**src/rtl/interleaver_ctrl_if.sv**
```systemverilog
// Bundle of every signal between the interleaver controller and the outside
// world, apart from clock and reset.
//   master : the controller side (drives RAM strobes, addresses, framing)
//   slave  : the environment side (drives mode, in_valid, out_ready)
// Signals:
//   mode, in_valid, in_ready          - input symbol handshake + frame mode
//   wr_en, wr_bank, wr_addr           - RAM write port control
//   rd_en, rd_bank, rd_addr           - RAM read port control
//   out_valid, out_ready              - output handshake, aligned to RAM data
//   out_sof, out_eof                  - first/last symbol of an output frame
//   frame_cnt                         - frames fully delivered downstream
interface interleaver_ctrl_if #(
  parameter int AW = 4
);
  logic          mode;
  logic          in_valid;
  logic          in_ready;
  logic          wr_en;
  logic          wr_bank;
  logic [AW-1:0] wr_addr;
  logic          rd_en;
  logic          rd_bank;
  logic [AW-1:0] rd_addr;
  logic          out_valid;
  logic          out_ready;
  logic          out_sof;
  logic          out_eof;
  logic [7:0]    frame_cnt;

  modport master (
    input  mode, in_valid, out_ready,
    output in_ready, wr_en, wr_bank, wr_addr,
    output rd_en, rd_bank, rd_addr,
    output out_valid, out_sof, out_eof, frame_cnt
  );

  modport slave (
    output mode, in_valid, out_ready,
    input  in_ready, wr_en, wr_bank, wr_addr,
    input  rd_en, rd_bank, rd_addr,
    input  out_valid, out_sof, out_eof, frame_cnt
  );
endinterface

```
**src/rtl/interleaver_ctrl.sv**
```systemverilog
// Sequencing controller for a ping-pong block interleaver/deinterleaver.
// Two RAM banks of ROWS*COLS symbols are written row-major and read back in
// a permuted order (column-major for interleave, the inverse permutation for
// deinterleave). The controller carries no data: it only generates RAM
// strobes/addresses and output framing aligned to a RAM with 1-cycle read
// latency whose output register holds while rd_en is low.
// Ports:
//   clk  - rising-edge clock
//   rst  - synchronous active-high reset, discards all buffered frames
//   bus  - interleaver_ctrl_if master modport (handshakes, RAM control,
//          framing, frame counter)
module interleaver_ctrl #(
  parameter int ROWS = 4,
  parameter int COLS = 4,
  parameter int AW   = 4
) (
  input  logic                 clk,
  input  logic                 rst,
  interleaver_ctrl_if.master   bus
);

  localparam int N = ROWS * COLS;
  localparam logic [AW-1:0] LAST = AW'(N - 1);

  logic          wr_bank;
  logic          rd_bank;
  logic [AW-1:0] wr_cnt;
  logic [AW-1:0] rd_cnt;
  logic [1:0]    full;
  logic [1:0]    full_next;
  logic [1:0]    mode_r;
  logic          out_valid_q;
  logic          out_sof_q;
  logic          out_eof_q;
  logic [7:0]    frame_cnt_q;
  logic          in_ready;
  logic          wr_en;
  logic          rd_en;
  logic          wr_last;
  logic          rd_last;
  logic [AW-1:0] rd_addr_c;

  assign in_ready = !full[wr_bank];
  assign wr_en    = bus.in_valid & in_ready;
  // A read may be issued whenever the output register is empty or is being
  // drained this cycle, so a stalled beat is never overwritten.
  assign rd_en    = full[rd_bank] & (!out_valid_q | bus.out_ready);
  assign wr_last  = (wr_cnt == LAST);
  assign rd_last  = (rd_cnt == LAST);

  // Read permutation. Each bank remembers the mode its frame was written
  // with, so a mode change only affects frames started after it.
  always_comb begin
    int k;
    k = int'(rd_cnt);
    rd_addr_c = '0;
    if (!mode_r[rd_bank])
      rd_addr_c = AW'((k % ROWS) * COLS + k / ROWS);
    else
      rd_addr_c = AW'((k % COLS) * ROWS + k / COLS);
  end

  // Bank occupancy. Set and clear can never target the same bank in one
  // cycle: writing needs the bank empty, reading needs it full.
  always_comb begin
    full_next = full;
    if (wr_en && wr_last)
      full_next[wr_bank] = 1'b1;
    if (rd_en && rd_last)
      full_next[rd_bank] = 1'b0;
  end

  always_ff @(posedge clk) begin
    if (rst) begin
      wr_bank     <= 1'b0;
      rd_bank     <= 1'b0;
      wr_cnt      <= '0;
      rd_cnt      <= '0;
      full        <= '0;
      mode_r      <= '0;
      out_valid_q <= 1'b0;
      out_sof_q   <= 1'b0;
      out_eof_q   <= 1'b0;
      frame_cnt_q <= '0;
    end else begin
      full <= full_next;

      if (wr_en) begin
        if (wr_cnt == '0)
          mode_r[wr_bank] <= bus.mode;
        if (wr_last) begin
          wr_cnt  <= '0;
          wr_bank <= ~wr_bank;
        end else begin
          wr_cnt <= wr_cnt + AW'(1);
        end
      end

      if (rd_en) begin
        if (rd_last) begin
          rd_cnt  <= '0;
          rd_bank <= ~rd_bank;
        end else begin
          rd_cnt <= rd_cnt + AW'(1);
        end
      end

      // Framing registers track the RAM read-data register one cycle behind
      // the read strobe, and hold with it under backpressure.
      if (rd_en) begin
        out_valid_q <= 1'b1;
        out_sof_q   <= (rd_cnt == '0);
        out_eof_q   <= rd_last;
      end else if (bus.out_ready) begin
        out_valid_q <= 1'b0;
        out_sof_q   <= 1'b0;
        out_eof_q   <= 1'b0;
      end

      if (out_valid_q && bus.out_ready && out_eof_q)
        frame_cnt_q <= frame_cnt_q + 8'd1;
    end
  end

  assign bus.in_ready  = in_ready;
  assign bus.wr_en     = wr_en;
  assign bus.wr_bank   = wr_bank;
  assign bus.wr_addr   = wr_cnt;
  assign bus.rd_en     = rd_en;
  assign bus.rd_bank   = rd_bank;
  assign bus.rd_addr   = rd_addr_c;
  assign bus.out_valid = out_valid_q;
  assign bus.out_sof   = out_sof_q;
  assign bus.out_eof   = out_eof_q;
  assign bus.frame_cnt = frame_cnt_q;

endmodule
```
**src/flat_wrapper.sv**
```systemverilog
// flat-port wrapper written by rule: the top's interface ports become plain ports
module interleaver_ctrl_flat 
#(
  parameter int ROWS = 4,
  parameter int COLS = 4,
  parameter int AW   = 4
)
  (clk, rst, bus_mode, bus_in_valid, bus_out_ready, bus_in_ready, bus_wr_en, bus_wr_bank, bus_wr_addr, bus_rd_en, bus_rd_bank, bus_rd_addr, bus_out_valid, bus_out_sof, bus_out_eof, bus_frame_cnt);
  interleaver_ctrl_if #(.AW(AW)) bus_i ();
  input  logic clk;
  input  logic rst;
  input wire logic [$bits(bus_i.mode)-1:0] bus_mode;
  input wire logic [$bits(bus_i.in_valid)-1:0] bus_in_valid;
  input wire logic [$bits(bus_i.out_ready)-1:0] bus_out_ready;
  output wire logic [$bits(bus_i.in_ready)-1:0] bus_in_ready;
  output wire logic [$bits(bus_i.wr_en)-1:0] bus_wr_en;
  output wire logic [$bits(bus_i.wr_bank)-1:0] bus_wr_bank;
  output wire logic [$bits(bus_i.wr_addr)-1:0] bus_wr_addr;
  output wire logic [$bits(bus_i.rd_en)-1:0] bus_rd_en;
  output wire logic [$bits(bus_i.rd_bank)-1:0] bus_rd_bank;
  output wire logic [$bits(bus_i.rd_addr)-1:0] bus_rd_addr;
  output wire logic [$bits(bus_i.out_valid)-1:0] bus_out_valid;
  output wire logic [$bits(bus_i.out_sof)-1:0] bus_out_sof;
  output wire logic [$bits(bus_i.out_eof)-1:0] bus_out_eof;
  output wire logic [$bits(bus_i.frame_cnt)-1:0] bus_frame_cnt;
  assign bus_i.mode = bus_mode;
  assign bus_i.in_valid = bus_in_valid;
  assign bus_i.out_ready = bus_out_ready;
  assign bus_in_ready = bus_i.in_ready;
  assign bus_wr_en = bus_i.wr_en;
  assign bus_wr_bank = bus_i.wr_bank;
  assign bus_wr_addr = bus_i.wr_addr;
  assign bus_rd_en = bus_i.rd_en;
  assign bus_rd_bank = bus_i.rd_bank;
  assign bus_rd_addr = bus_i.rd_addr;
  assign bus_out_valid = bus_i.out_valid;
  assign bus_out_sof = bus_i.out_sof;
  assign bus_out_eof = bus_i.out_eof;
  assign bus_frame_cnt = bus_i.frame_cnt;
  interleaver_ctrl #(.ROWS(ROWS), .COLS(COLS), .AW(AW)) u_core (.clk(clk), .rst(rst), .bus(bus_i));
endmodule
```
**config.mk**
```make
export PLATFORM = sky130hd
export DESIGN_NAME = interleaver_ctrl_flat
export DESIGN_NICKNAME = d
export VERILOG_FILES = /design/src/rtl/interleaver_ctrl_if.sv /design/src/rtl/interleaver_ctrl.sv /design/src/flat_wrapper.sv
export SDC_FILE = /design/constraint.sdc
export NUM_CORES = 1
export LEC_CHECK = 0
export ABC_AREA = 1
export BUFFER_PORTS_ARGS = -buffer_cell sky130_fd_sc_hd__buf_4
export CORE_ASPECT_RATIO = 1.2
export CORE_MARGIN = 2
export CORE_UTILIZATION = 39
export CTS_CLUSTER_DIAMETER = 100
export DETAILED_ROUTE_END_ITERATION = 12
export SYNTH_ARGS = -nofsm -noshare
export SYNTH_HDL_FRONTEND = slang
export SYNTH_SLANG_ARGS = --single-unit
```
**constraint.sdc**
```tcl
create_clock -name clk -period 1.25 [get_ports clk]
set_input_delay 0.125 -clock clk [delete_from_list [all_inputs] [get_ports clk]]
set_output_delay 0.125 -clock clk [all_outputs]
set_load 0.02 [all_outputs]
```
==> run_results.csv <==
group,metric,value,unit
power_and_ir_drop,vdd_drop_max,0.648,mV
worst_setup_path,worstPathRequired,1120,ps
timing,rsz0062_at_grt,"true",
status,status,"finished clean",
drt,routed-via-count,1156,
place,place.gp.congestion,0.757,
yosys,synth_ff_type,"dfxtp_1",
clock_tree,clk_pin_slew,130,ps
floorplanning,die_w,53.3,um
drt,avgRoutedWirePerCell,10.2,um
worst_setup_path,worstPathMaxFanout,3,
yosys,synth_top_area_share,40.5,%
yosys,synthSimpleGateAreaFrac,34.0,%
floorplanning,start_util,40.8,%
timing,setup_slack,4.48,ps
layout,syn2layout_area_growth,39.1,%
yosys,synth_top_area_cell,"dfxtp_1",
drt,routed_wl,2480,um
timing,timing.fmax,803,MHz
timing,worst_pin_slew,416,ps
floorplanning,io_pins,29,
timing,slew_violations,0,
yosys,synth_mux_area_share,0,%
clock_tree,cts_num_sinks,23,
global_route,grt_pass1_wl,4280,um
yosys,synth_top_family_by_area,"simple AND/OR/NAND/NOR gates",
timing,min_period,1250,ps
floorplanning,dieArea,3370,um2
clock_tree,clk_latency,310,ps
yosys,synth_cells,163,
floorplanning,core-area,2790,um2
yosys,synthAdderAreaFrac,4.40,%
worst_setup_path,critPathKind,"reg -> out",
yosys,synth-xor-area-share,0.770,%
yosys,async_flop_share,0,%
worst_setup_path,critPathMaxStageDelay,380,ps
worst_setup_path,crit_slowest_cell,"dfxtp_4",
place,place_area,1420,um2
yosys,synth-seq-cells,23,
power_and_ir_drop,p_leak,0.748,nW
layout,fillCellCount,267,
drt,via_per_inst,4.78,
clock_tree,clock_path_buffers,2,
worst_setup_path,crit_chain,"nand2_1 > o21ai_4 > nand2_4 > clkinv_4 > buf_6",
yosys,synth_edf_count,0,
place,dpl_worst_slack,78.8,ps
global_route,grt_overflow,0,
layout,layout.cells.non_filler,242,
min_path,hold_path.class,"in -> reg",
drt,first_iter_violations,35,
global_route,grt_antenna_before_repair,0,
drt,first_pass_iters,4,
layout,design_area,1580,um2
job,drv_cap,0,
floorplanning,dieHeight,63.2,um
timing,timing.hold.ws,31.3,ps
power_and_ir_drop,p_per_area,736,nW/um2
timing,fin_crit_sh,99.6,%
clock_tree,cts_tree,"yes",
place,port-buffer-count,27,
worst_setup_path,cp-end-kind,"primary output",
yosys,synth-warning-count,0,
timing,relSlewSlack,72.2,%
drt,ant_nets,0,
yosys,synth.distinct_cells,22,
floorplanning,rows,21,
drt,route.detailed.drc,0,
yosys,synth-compound-area-share,10.1,%
global_route,grtUsageTotal,16.4,%
layout,diodes,0,
place,dp_hpwl,1750,um
layout,drive_gt1_share,34.6,%
worst_setup_path,start_kind,"register",
clock_tree,cts_buffers,3,
timing,skew,9.42,ps
timing,finalHoldViolCount,0,
yosys,netlist_area,1140,um2
yosys,synthMostInstantiatedCell,"nand2_1",
place,post-place-cells,228,
layout,layout.nets,218,
clock_tree,cts-root-buf,"clkbuf_4",
global_route,grt_pass1_vias,1056,
yosys,syn_nets,172,
global_route,grt_max_degree,14,
yosys,ys_seq_area_share,40.5,%
worst_setup_path,worstPathArrival,1120,ps
power_and_ir_drop,power,1.16,mW
clock_tree,cts.htree.levels,1,
yosys,synthTopCellsByArea,"dfxtp_1, nand2_1, inv_1",
yosys,yosys-top-cells-count,"nand2_1, inv_1, dfxtp_1",
yosys,avgSynthCellArea,6.98,um2
timing,setup_viol,0,
==> timing repair <==
item,in CTS,in global routing
endpoints found under the setup margin,2,11
hold buffers,0,0
gates resized for setup,16,7
pin swaps,5,3
setup buffers,6,4
gates cloned,0,0
==> cells by family after synthesis <==
logic type      after synthesis
simple gates                 84
fa+ha+maj                     4
compound gates               21
xor+xnor                      1
buf+inv                      30
flops                        23
==> flip-flops by register name, indices dropped and copies added, names as in the netlist <==
register,cells
u_core.bus.wr_addr,4
u_core.bus.rd_bank,1
u_core.bus.frame_cnt,8
u_core.bus.out_eof,1
u_core.full,2
u_core.bus.out_valid,1
u_core.bus.out_sof,1
u_core.rd_cnt,4
u_core.bus.wr_bank,1
==> layer usage <==
metal	up-vias	part of all wire, %	track usage, %
met2	20	50	27.9
met4	0	0.69	6.73
met3	2	2.6	2.37
li1	609	-	-
met1	525	47	19.8
met5	-	0	0
==> area by class of cell <==
| cell class | instances | area [um2] | share of cell area, % |
|---|---|---|---|
| Clock buffer | 4 | 26.3 | 1.66 |
| Inverter | 28 | 113 | 7.12 |
| Multi-Input combinational cell | 110 | 591 | 37.3 |
| Sequential cell | 23 | 472 | 29.8 |
| Tap cell | 34 | 42.5 | 2.69 |
| Timing Repair Buffer | 43 | 338 | 21.4 |
==> through the flow <==
step,utilization (%),TNS [ps]
final,56.8,0
after global routing,56.8,-130
after CTS,55.1,-26.5
after detailed placement,51.0,0
after global placement,51.0,0
after floorplan,-,0
==> cells in the final DEF (no fill, tap or decap) <==
| cell type | instances |
|---|---|
| inv_1 | 23 |
| nand2_4 | 2 |
| buf_6 | 4 |
| dfxtp_1 | 16 |
| clkbuf_1 | 1 |
| ha_1 | 4 |
| dfxtp_4 | 1 |
| buf_4 | 39 |
| or2_2 | 1 |
| nor2_4 | 2 |
| o21a_1 | 1 |
| inv_4 | 1 |
| nand3_1 | 12 |
| nand3_2 | 1 |
| clkinv_4 | 1 |
| nand2_2 | 4 |
| nand4_1 | 10 |
| nor2_2 | 2 |
| nor2_1 | 13 |
| dfxtp_2 | 6 |
| clkbuf_4 | 3 |
| xor2_1 | 1 |
| nand2_1 | 37 |
| o21ai_1 | 1 |
| a21oi_2 | 1 |
| o21ai_4 | 1 |
| o21ai_0 | 3 |
| inv_2 | 3 |
| a21oi_1 | 14 |
==> path summary, 6_finish.rpt <==
kind,from,to,slack (ps),cells after the start
worst min register to register,u_core.bus.frame_cnt[1],u_core.bus.frame_cnt[1],500,2
worst min-delay path,rst,u_core.rd_cnt[2],30,2
worst max register to register,u_core.rd_cnt[0],u_core.rd_cnt[3],110,6
worst max-delay path,u_core.bus.rd_bank,bus_rd_en,4,5
==> critical path, delay by kind of cell, from the launching register on <==
| family | cells | cell delay (ps) |
|---|---|---|
| simple gates | 2 | 190 |
| compound gates | 1 | 80 |
| buf+inv | 2 | 170 |
| flops | 1 | 380 |
==> power breakdown <==
part | internal (mW) | total [mW] | switching [mW] | leakage, nW
logic | 0.0369 | 0.0858 | 0.0489 | 0.543
clock network | 0.124 | 0.340 | 0.216 | 0.0150
registers | 0.735 | 0.738 | 0.00290 | 0.189
total | 0.897 | 1.16 | 0.268 | 0.748
Power figures use the tool's default switching activity.
